$ cat src/rtl/inertial_delay_pkg.sv
// Shared types and helpers for the inertial delay bank: channel state encoding
// and the effective-delay rule applied when a transition is detected.
package inertial_delay_pkg;

  localparam int CNT_W_DEF = 4;
  // Widest delay the helper handles; callers cast to their own counter width.
  localparam int DLY_MAX_W = 16;

  typedef logic [DLY_MAX_W-1:0] dly_t;

  typedef enum logic {
    ST_IDLE = 1'b0,
    ST_PEND = 1'b1
  } chan_state_e;

  // A programmed delay of zero behaves exactly like a delay of one edge.
  function automatic dly_t eff_delay(input logic tgt, input dly_t rise, input dly_t fall);
    dly_t d;
    d = tgt ? rise : fall;
    if (d == '0) d = dly_t'(1);
    return d;
  endfunction

endpackage

$ cat src/rtl/inertial_delay_chan.sv
// One inertial delay channel: follows the (optionally inverted) input after the
// rise/fall delay captured at detection, swallowing pulses shorter than that.
module inertial_delay_chan
  import inertial_delay_pkg::*;
#(
  parameter int CNT_W  = CNT_W_DEF,
  parameter bit INVERT = 1'b1
) (
  input  logic             clk,
  input  logic             rst_n,
  input  logic             din,
  input  logic [CNT_W-1:0] rise_q,
  input  logic [CNT_W-1:0] fall_q,
  output logic             dout,
  output logic             busy
);

  chan_state_e      state_reg;
  logic [CNT_W-1:0] cnt_reg;
  logic             pend_reg;
  logic             dout_reg;
  logic             tgt;
  logic [CNT_W-1:0] dly;

  assign tgt = din ^ INVERT;
  assign dly = CNT_W'(eff_delay(tgt, dly_t'(rise_q), dly_t'(fall_q)));

  always_ff @(posedge clk or negedge rst_n) begin
    if (!rst_n) begin
      state_reg <= ST_IDLE;
      cnt_reg   <= '0;
      pend_reg  <= INVERT;
      dout_reg  <= INVERT;
    end else begin
      case (state_reg)
        ST_IDLE: begin
          if (tgt != dout_reg) begin
            if (dly == CNT_W'(1)) begin
              dout_reg <= tgt;
            end else begin
              cnt_reg   <= dly - CNT_W'(1);
              pend_reg  <= tgt;
              state_reg <= ST_PEND;
            end
          end
        end
        ST_PEND: begin
          // Input reverted before the delay elapsed: drop the pulse entirely.
          if (tgt != pend_reg) begin
            cnt_reg   <= '0;
            state_reg <= ST_IDLE;
          end else if (cnt_reg == CNT_W'(1)) begin
            dout_reg  <= pend_reg;
            cnt_reg   <= '0;
            state_reg <= ST_IDLE;
          end else begin
            cnt_reg <= cnt_reg - CNT_W'(1);
          end
        end
        default: state_reg <= ST_IDLE;
      endcase
    end
  end

  assign dout = dout_reg;
  assign busy = (state_reg == ST_PEND);

endmodule

$ cat src/rtl/inertial_delay_bank.sv
// Bank of WIDTH independent inertial delay channels sharing programmable
// rise/fall delay registers.
module inertial_delay_bank
  import inertial_delay_pkg::*;
#(
  parameter int WIDTH    = 32,
  parameter int CNT_W    = CNT_W_DEF,
  parameter bit INVERT   = 1'b1,
  parameter int RISE_DEF = 2,
  parameter int FALL_DEF = 1
) (
  input  logic             clk,
  input  logic             rst_n,
  input  logic             cfg_we,
  input  logic [CNT_W-1:0] cfg_rise,
  input  logic [CNT_W-1:0] cfg_fall,
  input  logic [WIDTH-1:0] din,
  output logic [WIDTH-1:0] dout,
  output logic [WIDTH-1:0] busy,
  output logic             any_busy,
  output logic [CNT_W-1:0] rise_q,
  output logic [CNT_W-1:0] fall_q
);

  logic [CNT_W-1:0] rise_reg;
  logic [CNT_W-1:0] fall_reg;

  // Channels see the pre-write values on a cfg_we edge, so a detection on
  // that same edge captures the old delay.
  always_ff @(posedge clk or negedge rst_n) begin
    if (!rst_n) begin
      rise_reg <= CNT_W'(RISE_DEF);
      fall_reg <= CNT_W'(FALL_DEF);
    end else if (cfg_we) begin
      rise_reg <= cfg_rise;
      fall_reg <= cfg_fall;
    end
  end

  assign rise_q = rise_reg;
  assign fall_q = fall_reg;

  generate
    for (genvar gi = 0; gi < WIDTH; gi++) begin : g_chan
      inertial_delay_chan #(
        .CNT_W  (CNT_W),
        .INVERT (INVERT)
      ) u_chan (
        .clk    (clk),
        .rst_n  (rst_n),
        .din    (din[gi]),
        .rise_q (rise_reg),
        .fall_q (fall_reg),
        .dout   (dout[gi]),
        .busy   (busy[gi])
      );
    end
  endgenerate

  assign any_busy = |busy;

endmodule

$ cat config.mk
export PLATFORM = sky130hd
export DESIGN_NAME = inertial_delay_bank
export DESIGN_NICKNAME = d
export VERILOG_FILES = /design/src/rtl/inertial_delay_pkg.sv /design/src/rtl/inertial_delay_chan.sv /design/src/rtl/inertial_delay_bank.sv
export SDC_FILE = /design/constraint.sdc
export NUM_CORES = 1
export LEC_CHECK = 0
export ABC_AREA = 0
export CAP_MARGIN = 20
export CORE_ASPECT_RATIO = 1.2
export CORE_MARGIN = 5
export CORE_UTILIZATION = 55
export DETAILED_ROUTE_END_ITERATION = 8
export PLACE_DENSITY = 0.76
export SLEW_MARGIN = 20
export SYNTH_ARGS = -nofsm -noshare
export SYNTH_HDL_FRONTEND = slang
export SYNTH_SLANG_ARGS = --single-unit
$ cat constraint.sdc
create_clock -name clk -period 2.6 [get_ports clk]
set_input_delay 0.39 -clock clk [delete_from_list [all_inputs] [get_ports clk]]
set_output_delay 0.39 -clock clk [all_outputs]
set_load 0.01 [all_outputs]
==> metrics.md <==
| Metric | Value |
|---|---|
| Status | `complete, but fails checks` |
| Violated checks | `negative setup slack` |
| Post-DP Area | `0.0218 mm2` |
| Final HPWL DP | `36800 um` |
| Top FF cell, synth | `dfrtp_1` |
| Via Count | `18000` |
| RSZ-0062 raised after global routing | `true` |
| Post-Layout Cell Count | `2864` |
| Leakage Power | `9.99 nW` |
| Skew final | `19.6 ps` |
| Synthesis-to-layout area growth | `19.1%` |
| Port buffer count | `115` |
| Synth warnings | `0` |
| Nets | `2551` |
| Distinct cell type count after synthesis | `60` |
| Via-to-Cell Ratio | `6.28` |
| Worst setup margin | `-5.38 ps` |
| CP max stage delay | `470 ps` |
| Routed length per instance | `19.3 um` |
| # setup viols final | `2` |
| DRT Pass-1 Iters | `5` |
| Final period utilization | `100%` |
| Htree depth | `1` |
| CTS tree | `yes` |
| Worst setup SP type | `register` |
| Mapped Cells | `2241` |
| Placed cells | `2804` |
| Initial cell density of the core | `56.0%` |
| Io pins | `116` |
| Die Y-Extent | `217 um` |
| Synth Register Bits | `232` |
| # rows | `75` |
| Setup CP Type | `reg2reg` |
| Max Cap Viol | `0` |
| Max Buffers Root-to-Sink | `3` |
| Post-synthesis net count | `2412` |
| Cells along the critical path | `or3_4 > a32oi_2 > ha_2 > or3b_1 > a221o_1 > o211ai_1 > o31a_1` |
| Vias in the first global route | `17800` |
| Largest net degree at the start of global routing | `78` |
| Sequential area share after synthesis | `30.0%` |
| Worst Path Arrival | `3110 ps` |
| CTS sink cnt | `232` |
| EDFF count, synth | `0` |
| Total Wirelength | `55300 um` |
| First-pass GRT wire length | `88200 um` |
| Root buffer cell | `clkbuf_16` |
| Initial DRC count | `1222` |
| Clk Latency, worst-skew pair | `580 ps` |
| Mapped cell area | `0.0196 mm2` |
| Slowest CP cell | `dfrtp_4` |
| Power per cell area | `1120 mW/mm2` |
| Share of post-route cells with drive strength above 1 | `22.2%` |
| Relative slew slack | `48.8%` |
| Num CTS Buffers | `28` |
| Peak Freq | `0.384 GHz` |
| GRT overflow | `0` |
| Syn_area_per_cell | `8.76 um2` |
| Setup TNS | `-9.91 ps` |
| Die W | `183 um` |
| CORE AREA | `0.0351 mm2` |
| Antenna violations before repair | `1` |
| Fin. max-slew vios | `0` |
| Peak supply drop | `0.866 mV` |
| DR DRC count | `0` |
| Commonest non-fill, non-tap cell in the layout | `inv_1` |
| DRT antenna net count | `0` |
| Max FFs per register | `128` |
| Final RePlAce weighted congestion | `0.900` |
| Most frequent cells in the layout | `inv_1, buf_4, o21ai_0` |
| Worst slew pin tran | `768 ps` |
| DIE AREA | `0.0396 mm2` |
| Critical path endpoint category | `register` |
| Worst Path Required | `3100 ps` |
| Crit Path Max Fanout | `8` |
| Total track usage | `26.4%` |
| Async SR Flop Fraction | `100%` |
| Final hold vios | `0` |
| Worst-path clk slew | `60 ps` |
| Worst min path class | `in2async` |
| Finished layout cell area | `0.0234 mm2` |
| Min cycle time layout | `2610 ps` |
## worst paths after layout
| path | from | end | slack (ps) | cells past startpoint |
|---|---|---|---|---|
| worst max register to register | rise_q[2] | g_chan[19].u_chan.cnt_reg[1] | -5 | 7 |
| worst min-delay path | rst_n | g_chan[2].u_chan.cnt_reg[3] | 310 | 2 |
| worst max-delay path | rise_q[2] | g_chan[19].u_chan.cnt_reg[1] | -5 | 7 |
| min in group clk | cfg_fall[0] | fall_q[0] | 360 | 3 |
| max in group asynchronous | rst_n | g_chan[27].u_chan.pend_reg | 1390 | 3 |
| worst min register to register | g_chan[30].u_chan.pend_reg | g_chan[30].u_chan.pend_reg | 510 | 1 |
## per-stage QoR
stage | power [W] | utilization, % | hold WS [ps] | setup WS, ps
after floorplan | 0.0172 | - | 94.4 | -134
after global placement | 0.0205 | 62.2 | 319 | -117
after detailed placement | 0.0211 | 62.2 | 319 | -227
after CTS | 0.0260 | 65.6 | 314 | -22.7
after global routing | 0.0282 | 66.6 | 363 | -71.7
final | 0.0263 | 66.6 | 309 | -5.38
## where the power goes
group,switching [W],leakage [nW],total [W],internal [W]
logic,0.00723,6.73,0.0138,0.00656
clock network,0.00169,0.536,0.00464,0.00295
registers,0.00211,2.72,0.00784,0.00573
## final cells by class
type | instances | area (um2)
multi-input cells | 1595 | 12300
fillers | 2749 | 11700
flip-flops and latches | 232 | 5900
repair buffers | 315 | 2780
clock buffers | 36 | 802
inverters | 208 | 781
well taps | 462 | 578
clock inverters | 15 | 279
diodes | 1 | 2.50
## synth_stat cells, types with 10 or more instances
| library cell | n | share of area, % |
|---|---|---|
| a211o_1 | 29 | 1.3 |
| a31o_2 | 19 | 0.85 |
| o22ai_1 | 41 | 1.3 |
| nor4_1 | 15 | 0.48 |
| mux2i_1 | 103 | 5.2 |
| a22o_1 | 62 | 2.8 |
| o221ai_1 | 10 | 0.45 |
| o221ai_2 | 28 | 2.1 |
| a2111oi_0 | 19 | 0.85 |
| and2_1 | 31 | 0.99 |
| o32ai_1 | 31 | 1.4 |
| a21boi_0 | 28 | 1.1 |
| nor3b_1 | 68 | 2.6 |
| or2_2 | 29 | 0.92 |
| nand2b_1 | 48 | 1.5 |
| nor2_1 | 143 | 2.7 |
| xor2_1 | 57 | 2.5 |
| a32oi_2 | 31 | 2.6 |
| or3b_2 | 26 | 1.2 |
| a31oi_1 | 13 | 0.41 |
| buf_1 | 33 | 0.63 |
| dfrtp_1 | 166 | 21 |
| buf_4 | 65 | 2.5 |
| o22a_1 | 21 | 0.94 |
| buf_2 | 34 | 0.87 |
| nand2_1 | 63 | 1.2 |
| o21ai_0 | 177 | 4.5 |
| nor3_1 | 79 | 2.0 |
| dfstp_2 | 66 | 8.8 |
| a21oi_1 | 94 | 2.4 |
| clkbuf_1 | 67 | 1.3 |
| nand3_1 | 47 | 1.2 |
| o21a_1 | 10 | 0.38 |
| a22oi_1 | 21 | 0.80 |
| nor4b_1 | 31 | 1.4 |
| ha_1 | 128 | 8.2 |
| inv_1 | 208 | 4.0 |
## critical path, delay by kind of cell, from the launching register on
family	cells	cell delay, ps
DFF	1	470
AOI/OAI and AO/OA	4	1030
and+or+nand+nor	2	820
adders and majority gates	1	220
## metal layers
metal / wire (um) / part of all wire, % / vias to the layer above / GRT usage [%]
met3: 3170 / 5.7 / 108 / 3.64
met5: 0 / 0 / - / 0
met1: 23300 / 42 / 8870 / 34.1
met2: 27300 / 49 / 577 / 45.3
li1: - / - / 8418 / -
met4: 1550 / 2.8 / 0 / 9.51
## kinds of logic after synthesis
group | after synthesis | synth area share, %
DFF | 232 | 30.0
AOI/OAI and AO/OA | 682 | 26.3
buffers and inverters | 414 | 9.64
muxes | 111 | 5.71
and+or+nand+nor | 609 | 17.3
adders and majority gates | 128 | 8.15
xor gates and xnor gates | 65 | 2.90
## what timing repair did
item                                    CTS  global route
resized for setup                        18            62
endpoints found under the setup margin  150           131
endpoints found under the hold margin    30             0
buffers inserted                          4             3
pin swaps                                 5            11
hold buffers                              1             0
(Power assumes the default switching activity.)
